==> src/rtl/bus_rx_buffer.sv <==
// Receive-side packet buffer: filters upstream bus beats through a framing FSM into a FWFT FIFO.
// Optional macro BUS_RX_ERRCNT_EN adds the err_count output (errored-beat counter).
module bus_rx_buffer #(
  parameter int unsigned DEPTH = 4
) (
  input  logic        clk,
  input  logic        reset,
  input  logic [15:0] data_in,
  input  logic [3:0]  control_in,
  output logic [15:0] data_out,
  output logic        valid_out,
  input  logic        ready_in,
  output logic        sop_out,
  output logic        eop_out,
  output logic        full,
  output logic        empty,
  output logic [7:0]  drop_count
`ifdef BUS_RX_ERRCNT_EN
  ,
  output logic [7:0]  err_count
`endif
);

  localparam int unsigned DATA_W = 16;
  localparam int unsigned PTR_W  = (DEPTH > 1) ? $clog2(DEPTH) : 1;
  localparam int unsigned CNT_W  = PTR_W + 1;
  localparam int unsigned STAT_W = 8;

  typedef enum logic [1:0] {
    ST_IDLE    = 2'd0,
    ST_IN_PKT  = 2'd1,
    ST_DISCARD = 2'd2
  } state_e;

  typedef struct packed {
    logic              sop;
    logic              eop;
    logic [DATA_W-1:0] data;
  } rx_word_t;

  state_e              state_q, state_d;
  rx_word_t            mem_q [DEPTH];
  logic [PTR_W-1:0]    rd_ptr_q, wr_ptr_q;
  logic [CNT_W-1:0]    count_q;
  logic [STAT_W-1:0]   drop_q;

  logic beat_c, sop_c, eop_c, err_c;
  logic full_c, empty_c, pop_c, overflow_c;
  logic push_c, drop_c;

  assign beat_c     = control_in[0];
  assign sop_c      = control_in[1];
  assign eop_c      = control_in[2];
  assign err_c      = control_in[3];
  assign empty_c    = (count_q == '0);
  assign full_c     = (count_q == CNT_W'(DEPTH));
  assign pop_c      = ~empty_c & ready_in;
  // A push into a full FIFO only fits if the head leaves on the same edge
  assign overflow_c = full_c & ~pop_c;

  // State register
  always_ff @(posedge clk) begin
    if (reset) state_q <= ST_IDLE;
    else       state_q <= state_d;
  end

  // Next-state logic
  always_comb begin
    state_d = state_q;
    if (beat_c) begin
      if (err_c) begin
        state_d = eop_c ? ST_IDLE : ST_DISCARD;
      end else begin
        case (state_q)
          ST_IDLE: begin
            if (sop_c) state_d = eop_c ? ST_IDLE : (overflow_c ? ST_DISCARD : ST_IN_PKT);
          end
          ST_IN_PKT:  state_d = eop_c ? ST_IDLE : (overflow_c ? ST_DISCARD : ST_IN_PKT);
          ST_DISCARD: state_d = eop_c ? ST_IDLE : ST_DISCARD;
          default:    state_d = ST_IDLE;
        endcase
      end
    end
  end

  // Per-beat push/drop decision
  always_comb begin
    push_c = 1'b0;
    drop_c = 1'b0;
    if (beat_c) begin
      case (state_q)
        ST_IDLE:   push_c = sop_c & ~err_c & ~overflow_c;
        ST_IN_PKT: push_c = ~err_c & ~overflow_c;
        default:   push_c = 1'b0;
      endcase
      drop_c = ~push_c;
    end
  end

  // FIFO storage, pointers, occupancy and drop statistics
  always_ff @(posedge clk) begin
    if (reset) begin
      rd_ptr_q <= '0;
      wr_ptr_q <= '0;
      count_q  <= '0;
      drop_q   <= '0;
      for (int i = 0; i < int'(DEPTH); i++) mem_q[i] <= '0;
    end else begin
      if (push_c) begin
        mem_q[wr_ptr_q] <= '{sop: sop_c, eop: eop_c, data: data_in};
        wr_ptr_q        <= wr_ptr_q + PTR_W'(1);
      end
      if (pop_c) rd_ptr_q <= rd_ptr_q + PTR_W'(1);
      case ({push_c, pop_c})
        2'b10:   count_q <= count_q + CNT_W'(1);
        2'b01:   count_q <= count_q - CNT_W'(1);
        default: count_q <= count_q;
      endcase
      if (drop_c && (drop_q != 8'hFF)) drop_q <= drop_q + STAT_W'(1);
    end
  end

`ifdef BUS_RX_ERRCNT_EN
  logic [STAT_W-1:0] err_q;

  always_ff @(posedge clk) begin
    if (reset)                               err_q <= '0;
    else if (beat_c && err_c && err_q != 8'hFF) err_q <= err_q + STAT_W'(1);
  end

  assign err_count = err_q;
`endif

  // Head word falls through straight from storage
  assign data_out   = mem_q[rd_ptr_q].data;
  assign sop_out    = mem_q[rd_ptr_q].sop;
  assign eop_out    = mem_q[rd_ptr_q].eop;
  assign valid_out  = ~empty_c;
  assign empty      = empty_c;
  assign full       = full_c;
  assign drop_count = drop_q;

endmodule

==> config.mk <==
export PLATFORM = sky130hd
export DESIGN_NAME = bus_rx_buffer
export DESIGN_NICKNAME = d
export VERILOG_FILES = /design/src/rtl/bus_rx_buffer.sv
export SDC_FILE = /design/constraint.sdc
export NUM_CORES = 1
export LEC_CHECK = 0
export ABC_AREA = 0
export BUFFER_PORTS_ARGS = -buffer_cell sky130_fd_sc_hd__buf_4
export CAP_MARGIN = 20
export CORE_MARGIN = 1.5
export CORE_UTILIZATION = 40
export CTS_BUF_LIST = sky130_fd_sc_hd__clkbuf_8
export DETAILED_ROUTE_END_ITERATION = 7
export SLEW_MARGIN = 15
export SYNTH_ARGS = -nofsm -noshare
export SYNTH_HDL_FRONTEND = slang
export SYNTH_SLANG_ARGS = --single-unit
export TNS_END_PERCENT = 20
==> constraint.sdc <==
create_clock -name clk -period 4.2 [get_ports clk]
set_clock_uncertainty 0.1 [all_clocks]
set_input_delay 0.84 -clock clk [delete_from_list [all_inputs] [get_ports clk]]
set_output_delay 0.84 -clock clk [all_outputs]
set_load 0.05 [all_outputs]
### Word-level counts from Yosys, hierarchy flattened

Memories as Yosys holds them, arrays and structs flattened. A register that Yosys moved wholly into a read port is not among the register bits.
Cells that the tools add are included.

* output and inout port bits: 29
* input port bits: 23
* RAM bits: 72
* memories kept: 1
* word-level logic and storage cells: 55
* register bits after elaboration: 17

* reduce and logical (&&, ||, !) cells: 6
* bitwise logic cells: 10
* add/sub/neg operators: 5
* multiplexer cells: 21
* eq/ne operators: 7

Memory list
* mem_q: depth 4, width 18, read ports 1, clocked after memory_dff 1, write ports 4, RTL line 42 `rx_word_t mem_q [DEPTH];`

Operators by type and width (count)
* two-way mux 18 bit: 1
* OR reduction 18 bit: 1
* two-way mux 2 bit: 8
* two-way mux 1 bit: 9
* adder 8 x 1 -> 8 bit (second input constant): 1
* inequality test 8 bit (second input constant): 1
* case mux 2 bit (3 select lines): 1
* case mux 3 bit (2 select lines): 1
* AND 1 bit: 5
* NOT 1 bit: 5
* adder 2 x 1 -> 2 bit (second input constant): 2
* equality test 2 x 1 -> 1 bit (second input constant): 2
* equality test 2 bit (second input constant): 2
* adder 3 x 1 -> 3 bit (second input constant): 1
* equality test 3 bit (second input constant): 1
* zero test 3 bit: 1
* inequality test 3 bit (second input constant): 1
* subtractor 3 x 1 -> 3 bit (second input constant): 1
* zero test 2 bit: 1
* case mux 1 bit (2 select lines): 1
* AND reduction 2 bit: 1
* nonzero test 2 bit: 1
* logical AND 1 bit: 1

### Depth between registers and ports, before layout

Gate-level depths: netlist of the first run.

* depth in word-level cells: 15
* mapped depth: 9
* gate-level depth less buffers: 8

### Worst setup path after synthesis of the first run

No wires, ideal clock.

* path kind: input port to flip-flop
* start: input port control_in[3]
* end: memory mem_q[1][0] (netlist bit) (enable)
* slack: 565 ps
* library setup time: 421 ps
* data arrival time: 3114 ps
* cell stages on the path: 4
* path buffers: 1
* data required time: 3679 ps
* path through: or2_1 > or4_1 > buf_6 > o31ai_1

RTL lines
* start: declaration: RTL line 9 `input logic [3:0] control_in,`
* end: declaration: RTL line 42

==> impl_results.md, run 1 <==
- Worst Path Required: roughly 3.3 ns
- Total GRT Usage: between 10% and 20%
- Hold Crit Class: flop to flop
- Layout cells sized above 1: between 30% and 40%
- Hold Violations, Final: 0
- Clk sinks: 91
- Post-CTS Resized: 0
- Fmax: 326 MHz
- Crit Reg-Reg Startpoint: state_q[1]$_SDFFE_PP0P_
- Initial Util: between 40% and 50%
- CTS Root Cell: clkbuf_8
- # fillers: around 860
- Die width: ~100 µm
- Max-slew headroom: ~28%
- Number of port buffers: 51
- Grt ovf: 0
- Clock latency at the later pin of the worst-skew pair: between 0.3 and 0.4 ns
- Max-Cap Viols: 0
- Pre-CTS setup slack: around 0.97 ns
- Core Region: approximately 9900 µm²
- Synth Flop Type: edfxtp_1
- Power Density: 438 nW/µm²
- Post-Syn Area per Cell: about 14 µm²
- Largest cells by area after synthesis: edfxtp_1 53%, mux4_2 9.9%, dfxtp_1 9.3%
- IO Pins: 52
- Vias/cell: between 5 and 6
- Worst setup EP type: primary output
- Die ar.: 10,900 µm²
- Remaining DRCs: 0
- Setup Viol. Count Final: 0
- Synth area leader: edfxtp_1
- First-pass GRT wire length: about 13 mm
- H-tree depth: 3
- VDD IR max: 0.000336 V
- Drt wl/cell: 16.1 µm
- N_diodes: 0
- Critical Path Source Type: flop
- Final core utilization: 48.8%
- Initial antenna violation count: 0
- Register area share after synthesis: a little over 60%
- Setup ws final: about 1.1 ns
- CP Max Fanout: 11
- Post-route minimum period: ~3.1 ns
- Layout Nets: 370
- Vias in the first global route: roughly 2,400
- EDFF count, synth: 72
- P_leak: between 1.5 and 2 nW
- Post-CTS Setup Inserts: 0
- Yosys top cell area share: roughly 53%
- Worst setup path class: flop to primary output
- Synthesized area: about 4100 µm²
- Worst slew pin tran: about 1.1 ns
- Final Max Tran Viols: 0
- Dpl hpwl: 4.87 mm
- Worst Path Arrival: approximately 2.1 ns
- Total power: 0.00211 W
- Synth Net Count: ~320
- Cells after synthesis: 289
- DR vias: around 2,400
- # hold bufs at CTS: 0
- Area Overhead vs Synth: 17.5%
- Gpl congestion: approximately 0.73
- FFs w/ async S/R, synth: 0%
- Rows: 36
- TritonCTS clock tree: yes
- Maximum clock path buffer count: 2
- Netlist cell types: 44
- Tcrit/Tclk final: 73.1%
- CTS Buf Count: 9
- Drt first pass iters: 4
- Largest net degree at the start of global routing: 24
- Clock transition at path regs: about 0.090 ns
- Post-synthesis register bit count: slightly above 90
- Starting DRT DRC Count: 96
- HP Start: drop_count[4]$_SDFFE_PP0P_
- Final setup TNS: 0 ns
- Antenna Nets Post-Route: 0
- YS warnings: 0
- Die height: roughly 100 µm
- Status: completed
- Unrepaired setup endpoints after global routing: false
- Routed wire length: about 7.7 mm
[power by group]
group          leakage [nW]  internal [W]  switching [W]
logic                 0.809      0.000195       0.000315
clock network        0.0860      0.000218       0.000318
registers             0.896       0.00102      0.0000431
total                  1.79       0.00143       0.000677
[synth_stat cells (2+ instances only)]
| cell | number |
|---|---|
| buf_6 | 2 |
| and2_1 | 54 |
| a31oi_1 | 2 |
| ha_1 | 2 |
| o21ai_0 | 6 |
| inv_1 | 11 |
| or4_1 | 4 |
| buf_1 | 2 |
| clkbuf_1 | 6 |
| mux2_2 | 2 |
| nand3_1 | 4 |
| or3_1 | 4 |
| nor4_1 | 2 |
| buf_2 | 3 |
| nand2_1 | 4 |
| xor2_1 | 3 |
| dfxtp_1 | 19 |
| nor2_1 | 14 |
| xnor2_1 | 2 |
| o31ai_1 | 5 |
| mux4_2 | 18 |
| a21oi_1 | 8 |
| edfxtp_1 | 72 |
| or2_2 | 2 |
| and2_2 | 18 |
| nor2b_1 | 2 |
[flip-flops by register name (all words and copies together) (netlist names), named ones only]
name        cells
drop_count      8
rd_ptr_q        2
count_q         3
state_q         2
mem_q          72
wr_ptr_q        2
[per-stage QoR]
step / cells / cell area [µm²] / hold slack, ns
after floorplan: 289 / 4090 / 0.383
after global placement: 466 / 4630 / 0.405
after detailed placement: 466 / 4630 / 0.415
after CTS: 482 / 4810 / 0.431
after global routing: 482 / 4810 / 0.460
final: 482 / 4810 / 0.431
[worst paths after layout]
check                               end  slack (ns)  depth (start not counted)
max                             sop_out        1.13                          3
min          drop_count[4]$_SDFFE_PP0P_        0.43                          2
max reg2reg   mem_q[1][5]$_SDFFCE_PN0P_        1.56                          4
min reg2reg  drop_count[4]$_SDFFE_PP0P_        0.43                          2
[cell families after synthesis]
group | after synthesis | share of synthesized area, %
XOR/XNOR | 5 | 1.07
AO/OA/AOI/OAI | 27 | 4.22
buffers and inverters | 25 | 2.78
AND/OR/NAND/NOR | 118 | 18.3
multiplexers | 20 | 10.5
adder cells (fa/ha/maj) | 3 | 1.10
flip-flops | 91 | 62.1
[placed cells by master, fill, tap and decap left out, types with 2 or more instances in the layout]
cell         n
nand3_1      4
xor2_1       3
inv_6        2
o31ai_1      4
nor2_1      14
or3_1        4
mux2_2       2
ha_1         2
buf_4       58
clkbuf_8     9
dfxtp_1     19
nor2b_1      2
and2_1      54
or2_2        2
mux4_2      18
inv_1       11
clkinvlp_4   2
and2_2      18
clkinv_2     2
a31oi_1      2
a21oi_1      8
or4_1        4
o21ai_0      5
edfxtp_1    72
xnor2_1      2
nand2_1      4
[routing by layer]
layer	track usage, %	share of wire (%)	routed length, µm	vias to the layer above
li1	-	-	-	1168
met1	19.9	44	3390	1195
met2	25.5	51	3910	59
met3	2.44	4.0	309	14
met4	6.25	1.7	132	0
met5	0	0	0	-
[worst max-delay path: stages, from the launching register on]
cell and delay, ns:
dfxtp_1 0.67, buf_4 0.36, mux4_2 0.55, buf_4 0.21
[cell type report]
cell class | instances | area [µm²] | share of cell area (%)
timing repair buffer | 58 | 435 | 9.05
clock inverter | 7 | 51.3 | 1.07
multi-input combinational | 173 | 1450 | 30.1
tap | 133 | 166 | 3.46
clock buffer | 9 | 124 | 2.58
sequential | 91 | 2540 | 52.9
inverter | 11 | 41.3 | 0.858
No activity file was read; power rests on OpenSTA's default activity.
==> inputs of run 2 (changes only) <==
clock period = 2.6 ns   (was 4.2 ns; I/O delays follow)
==> run 2 against run 1 <==
Combinational power up 74%. Count of clock-buffer cells in the layout unchanged. Critical path depth increased by 5. Register-to-register slack worse by 1.3 ns. Critical endpoint is now count_q[2]$_SDFFE_PP0P_.
==> impl_results.md, run 2 (synthesized netlist as in run 1, its figures left out) <==
- First-pass GRT wire length: 12.6 mm (-0.11%)
- CP Max Fanout: 3 (-8)
- Reg2reg end: count_q[2]$_SDFFE_PP0P_
- Max reg flops: 72 (unchanged)
- Post-CTS Setup Inserts: 0 (unchanged)
- Worst setup path class: flop to flop
- Routed wire length: 7.73 mm (-0.17%)
- CTS Buf Count: 9 (unchanged)
- Comb pwr share: 25.4% (+1.2 points)
- Worst slew pin tran: 0.485 ns (-0.584 ns)
- Antenna Nets Post-Route: 0 (unchanged)
- Worst setup EP type: flop
- Clk sinks: 91 (unchanged)
- HP Start: data_in[0]
- R2R depth: 8 (+4)
- WP buf/inv: 1 (-1)
- Drt wl/cell: 15.7 µm (-2.0%)
- Sw frac: 30.6% (-1.5 points)
- Remaining DRCs: 0 (unchanged)
- H-tree depth: 3 (unchanged)
- Unrepaired setup endpoints after global routing: false
- Hold Crit Class: input pin to flop
- Total power: 0.00349 W (+65%)
- Worst-path cell chain: or2_1 -> or4_1 -> ha_1 -> inv_1 -> fa_1 -> xor2_1 -> or3_1 -> a21oi_1
- Rows: 36 (unchanged)
- Initial antenna violation count: 0 (unchanged)
- # fillers: 846 (-2.1%)
- Die height: 104 µm (unchanged)
- Drt first pass iters: 4 (unchanged)
- Grt ovf: 0 (unchanged)
- DR vias: 2,461 (+1.0%)
- N_diodes: 0 (unchanged)
- Critical Path Source Type: flop
- Max-Cap Viols: 0 (unchanged)
- Final setup TNS: 0 ns (unchanged)
- Setup Viol. Count Final: 0 (unchanged)
- Clock transition at path regs: 0.09 ns (about the same)
- Cell internal pwr: 0.00242 W (+69%)
- Slowest cell on the critical path: or4_1
- Number of port buffers: 51 (unchanged)
- WHS Path Cells: 2 (unchanged)
- P_leak: 1.88 nW (+4.7%)
- IO Pins: 52 (unchanged)
- Final core utilization: 50.3% (+1.6 points)
- CP peak stage delay: 0.52 ns (-0.15 ns)
- Net Switching: 0.00107 W (+57%)
- Power Density: 702 nW/µm² (+60%)
- Post-CTS Resized: 0 (unchanged)
- Setup ws final: 0.282 ns (-0.848 ns)
- Post-route minimum period: roughly 2.3 ns
- Die ar.: 10,900 µm² (unchanged)
- Most frequent cells in the layout: 72 x edfxtp_1, 63 x buf_4, 54 x and2_1
- VDD IR max: 0.000413 V (+23%)
- Largest net degree at the start of global routing: 23 (-4.2%)
- # hold bufs at CTS: 0 (unchanged)
- Dpl hpwl: 4.95 mm (+1.7%)
- Fmax: between 400 and 500 MHz
- Final Max Tran Viols: 0 (unchanged)
- Area Overhead vs Synth: 21.3%
- Max-slew headroom: 67.4% (+39 points)
- Clock latency at the later pin of the worst-skew pair: 0.36 ns (+0.02 ns)
- Gpl congestion: 0.763 (+4.6%)
- Largest Register: mem_q
- WHS Endpoint: mem_q[3][0]$_DFFE_PP_
- Layout cells sized above 1: 36.6% (+1.9 points)
- TritonCTS clock tree: yes
- Die width: 104 µm (unchanged)
- Initial Util: 41.5% (unchanged)
- Hold Violations, Final: 0 (unchanged)
- Status: completed
- Vias in the first global route: 2,474 (+3.0%)
- Worst Path Required: 2.79 ns (-0.47 ns)
- Reg power frac: 48.4% (-1.9 points)
- Worst Path Arrival: 2.51 ns (+0.38 ns)
- Most common cell after layout, fill and taps aside: edfxtp_1
- Clock Power Share: 26.2% (+0.7 points)
- Total GRT Usage: 15.7% (+0.40 points)
- Reg-to-reg setup timing slack: 0.28 ns (-1.28 ns)
- Tcrit/Tclk final: 89.2%
- Critical path's top delay family: simple AND/OR/NAND/NOR gates
- Core Region: 9860 µm² (unchanged)
- Maximum clock path buffer count: 2 (unchanged)
- CTS Root Cell: clkbuf_8
- Pre-CTS setup slack: 0.00642 ns (-0.959 ns)
- Crit Reg-Reg Startpoint: state_q[1]$_SDFFE_PP0P_
- Starting DRT DRC Count: 90 (-6.3%)
- Vias/cell: 5.01 (-0.83%)
- Layout Nets: 380 (+2.7%)
==> run 2: cell types whose count changed in the layout (fill, tap and decap cells not counted) <==
cell	change
buf_12	+5
buf_4	+5
bufinv_16	+1
clkinv_2	+2
clkinv_4	-1
clkinvlp_4	-1
inv_6	-2
o21ai_1	-1
o21ai_2	+1
o31ai_2	-1
o31ai_4	+1
==> run 2: routing by layer <==
metal | GRT usage [%] | wire length [µm]
met2 | 26.8 | 3920
met1 | 19.1 | 3430
met4 | 7.14 | 154
met5 | 0 | 0
met3 | 3.26 | 224
==> run 2: worst max path at each step <==
stage                             from                   endpoint  slack (ns)  depth (start not counted)
5_1_grt        count_q[0]$_SDFFE_PP0P_    count_q[2]$_SDFFE_PP0P_        0.19                          8
3_5_place_dp             control_in[3]    count_q[2]$_SDFFE_PP0P_       0.006                          9
4_1_cts                           flop                    eop_out        0.26                          3
3_3_place_gp             control_in[3]    count_q[2]$_SDFFE_PP0P_        0.10                          9
6_report       state_q[1]$_SDFFE_PP0P_    count_q[2]$_SDFFE_PP0P_        0.28                          8
2_1_floorplan            control_in[3]  mem_q[2][0]$_SDFFCE_PN0P_       -0.14                          4
==> run 2: layout make-up <==
class	count	area, µm²	share of cell area, %
sequential	91	2540	51.2
multi-input combinational	173	1460	29.4
timing repair buffer	68	573	11.5
tap	133	166	3.35
clock buffer	9	124	2.49
clock inverter	6	57.6	1.16
inverter	11	41.3	0.831
==> run 2: per-stage QoR <==
stage / area (µm²) / instances / hold WS, ns
final: 4970 / 491 / 0.359
after global placement: 4780 / 476 / 0.410
after floorplan: 4110 / 289 / 0.383
after global routing: 4970 / 491 / 0.350
after detailed placement: 4780 / 476 / 0.417
after CTS: 4970 / 491 / 0.343
==> run 2: power by group through the flow <==
| stage | Sequential [W] | Combinational (W) | Clock (W) |
|---|---|---|---|
| after floorplan | 0.00171 | 0.000630 | 0 |
| after global placement | 0.00172 | 0.000889 | 0 |
| after detailed placement | 0.00172 | 0.000897 | 0 |
| after CTS | 0.00169 | 0.000900 | 0.000944 |
| after global routing | 0.00170 | 0.000944 | 0.00100 |
| final | 0.00169 | 0.000887 | 0.000911 |
==> run 2: worst reg2reg max path, stage by stage, from the launching register on <==
cell	delay [ns]
dfxtp_1	0.34
or2_1	0.26
or4_1	0.52
ha_1	0.23
inv_1	0.07
fa_1	0.18
xor2_1	0.08
or3_1	0.31
a21oi_1	0.16
==> inputs of run 3 (changes only) <==
CORE_UTILIZATION = 54   (was 40)
PLACE_DENSITY = 0.78   (was unset)
REMOVE_ABC_BUFFERS = 1   (was unset)
clock period = 2.1 ns   (was 2.6 ns; I/O delays follow)
==> run 3 against run 2 <==
The run now ends with negative setup slack left. Utilization rose by 22 points. Global-route usage rose by 4.9 points. Worst setup slack got worse by 0.33 ns. Critical path type unchanged. Critical endpoint is now mem_q[3][2]$_DFFE_PP_. Clock power rose by 26%. Combinational power rose by 47%. Power rose by 31%. Sequential power rose by 24%. Highest routed layer unchanged.
==> impl_results.md, run 3 (synthesized netlist as in run 1, its figures left out) <==
- Hold Violations, Final: 0 (unchanged)
- CTS Root Cell: clkbuf_8
- Max-slew headroom: 70.2% (+2.8 points)
- Routed wire length: 7.89 mm (+2.0%)
- # hold bufs at CTS: 0 (unchanged)
- H-tree depth: 3 (unchanged)
- Hold slack: 0.263 ns (-0.0955 ns)
- Worst setup EP type: flop
- Max reg flops: 72 (unchanged)
- Rows: 31 (-14%)
- Largest Register: mem_q
- Reg2reg end: mem_q[3][2]$_DFFE_PP_
- IO Pins: 52 (unchanged)
- Slowest cell on the critical path: or4_4
- Setup Viol. Count Final: 28 (+28)
- TritonCTS clock tree: yes
- WHS Endpoint: mem_q[0][9]$_SDFFCE_PN0P_
- Initial Util: 56.1% (+15 points)
- Tcrit/Tclk final: 102% (+13 points)
- Reg-to-reg setup timing slack: -0.05 ns (-0.33 ns)
- Die width: 90.1 µm (-14%)
- Critical Path Source Type: flop
- Die height: 90.1 µm (-14%)
- Hold Crit Class: input pin to flop
- CTS Buf Count: 9 (unchanged)
- Status: finished with violations
- First-pass GRT wire length: 12.8 mm (+1.6%)
- Worst Path Required: 2.07 ns (-0.72 ns)
- Core Region: 7290 µm² (-26%)
- VDD IR max: 0.000615 V (+49%)
- Placed Instances: 459 (-3.6%)
- Failing checks: negative setup slack
- Layout Nets: 401 (+5.5%)
- P_leak: 2.03 nW (+8.3%)
- Power Density: 861 nW/µm² (+23%)
- Crit path from: count_q[2]$_SDFFE_PP0P_
- CP Max Fanout: 9 (+6)
- Clock latency at the later pin of the worst-skew pair: 0.34 ns (-0.02 ns)
- Gpl congestion: 0.802 (+5.0%)
- Worst slew pin tran: 0.445 ns (-0.0396 ns)
- CP peak stage delay: 0.56 ns (+0.04 ns)
- Die ar.: 8110 µm² (-25%)
- Unrepaired setup endpoints after global routing: true
- Crit Reg-Reg Startpoint: count_q[2]$_SDFFE_PP0P_
- Vias in the first global route: 2,631 (+6.3%)
- Largest net degree at the start of global routing: 23 (unchanged)
- Number of port buffers: 51 (unchanged)
- Final cell count without fillers: 479 (-2.4%)
- Worst Path Arrival: 2.12 ns (-0.39 ns)
- Initial antenna violation count: 0 (unchanged)
- Setup ws final: -0.0482 ns (-0.330 ns)
- Area Overhead vs Synth: 29.2%
- N_diodes: 0 (unchanged)
- Total GRT Usage: 20.6% (+4.9 points)
- Clock transition at path regs: 0.09 ns (about the same)
- Starting DRT DRC Count: 129 (+43%)
- WHS Path Cells: 2 (unchanged)
- Final Max Tran Viols: 0 (unchanged)
- Most common cell after layout, fill and taps aside: edfxtp_1
- DR vias: 2,551 (+3.7%)
- Clk sinks: 91 (unchanged)
- Drt first pass iters: 4 (unchanged)
- Most frequent cells in the layout: 72 x edfxtp_1, 61 x buf_4, 54 x and2_1
- # fillers: 491 (-42%)
- Post-route minimum period: 2.15 ns (-0.170 ns)
- Layout cells sized above 1: 42.6% (+6.0 points)
- HP Start: data_in[9]
- Dpl hpwl: 5.06 mm (+2.2%)
- R2R depth: 6 (-2)
- Remaining DRCs: 0 (unchanged)
- Drt wl/cell: 16.5 µm (+4.6%)
- Vias/cell: 5.33 (+6.3%)
- Fmax: 466 MHz (+7.9%)
- Worst-path cell chain: nor4b_4 -> or4_4 -> buf_4 -> nor2_2 -> a21o_2 -> clkbuf_16
- Max-Cap Viols: 0 (unchanged)
- Maximum clock path buffer count: 2 (unchanged)
- Worst setup path class: flop to flop
- Grt ovf: 0 (unchanged)
- Antenna Nets Post-Route: 0 (unchanged)
==> run 3: cell count changes in the layout (fill, tap and decap cells not counted), sizes merged <==
cell and delta:
inv +1, clkbuf +2, buf +19
==> run 3: layout make-up <==
type                            instances  area (µm²)  share of cell area (%)
Sequential cell                        91        2550                    48.2
Tap cell                               99         124                    2.34
Clock buffer                            9         124                    2.34
Inverter                               11        41.3                   0.781
Clock inverter                          7        67.6                    1.28
Multi-Input combinational cell        173        1510                    28.5
Timing Repair Buffer                   89         878                    16.6
==> run 3: per-stage QoR <==
step | total power, W | instance area [µm²] | setup TNS, ns | util [%] | setup WS (ns)
finish | 0.00456 | 5290 | -0.626 | 72.5 | -0.0482
global route | 0.00474 | 5290 | -2.24 | 72.5 | -0.0832
CTS | 0.00457 | 5230 | -0.706 | 71.8 | -0.0603
detailed placement | 0.00330 | 4890 | -23.08 | 67.1 | -0.320
global placement | 0.00328 | 4890 | -15.19 | 67.1 | -0.256
floorplan | 0.00288 | 4020 | -84.82 | - | -1.16
==> run 3: timing repair <==
action / in CTS / in global routing
cloned: 1 / 2
endpoints found under the setup margin: 74 / 58
endpoints found under the hold margin: 0 / 0
buffers inserted: 1 / 0
resized for setup: 30 / 4
pin swaps: 7 / 3
==> run 3: where the power goes <==
part           switching (W)  total [W]  internal, W
Clock               0.000607    0.00115     0.000547
Combinational       0.000727    0.00130     0.000578
Sequential         0.0000577    0.00210      0.00204
Total                0.00139    0.00456      0.00316
==> run 3: per-layer routing <==
| metal | vias up | track usage, % | wire length, µm |
|---|---|---|---|
| li1 | 1230 | - | - |
| met1 | 1238 | 25.0 | 3230 |
| met2 | 73 | 37.4 | 4150 |
| met3 | 10 | 3.05 | 409 |
| met4 | 0 | 7.14 | 95 |
| met5 | - | 0 | 0 |
==> run 3: how the worst max path moves through the flow <==
stage               cells past startpoint                        end  slack, ns
finish                                  6      mem_q[3][2]$_DFFE_PP_      -0.05
global route                            8    count_q[2]$_SDFFE_PP0P_      -0.08
CTS                                     3                data_out[3]      -0.06
detailed placement                      9    count_q[2]$_SDFFE_PP0P_      -0.32
global placement                        9    count_q[2]$_SDFFE_PP0P_      -0.26
floorplan                               3  mem_q[1][0]$_SDFFCE_PN0P_      -1.16
==> run 3: critical path, delay by kind of cell (launching register included) <==
family	cells	cell delay [ns]
DFF	1	0.33
and+or+nand+nor	3	0.81
AOI/OAI and AO/OA	1	0.24
buffers and inverters	2	0.39
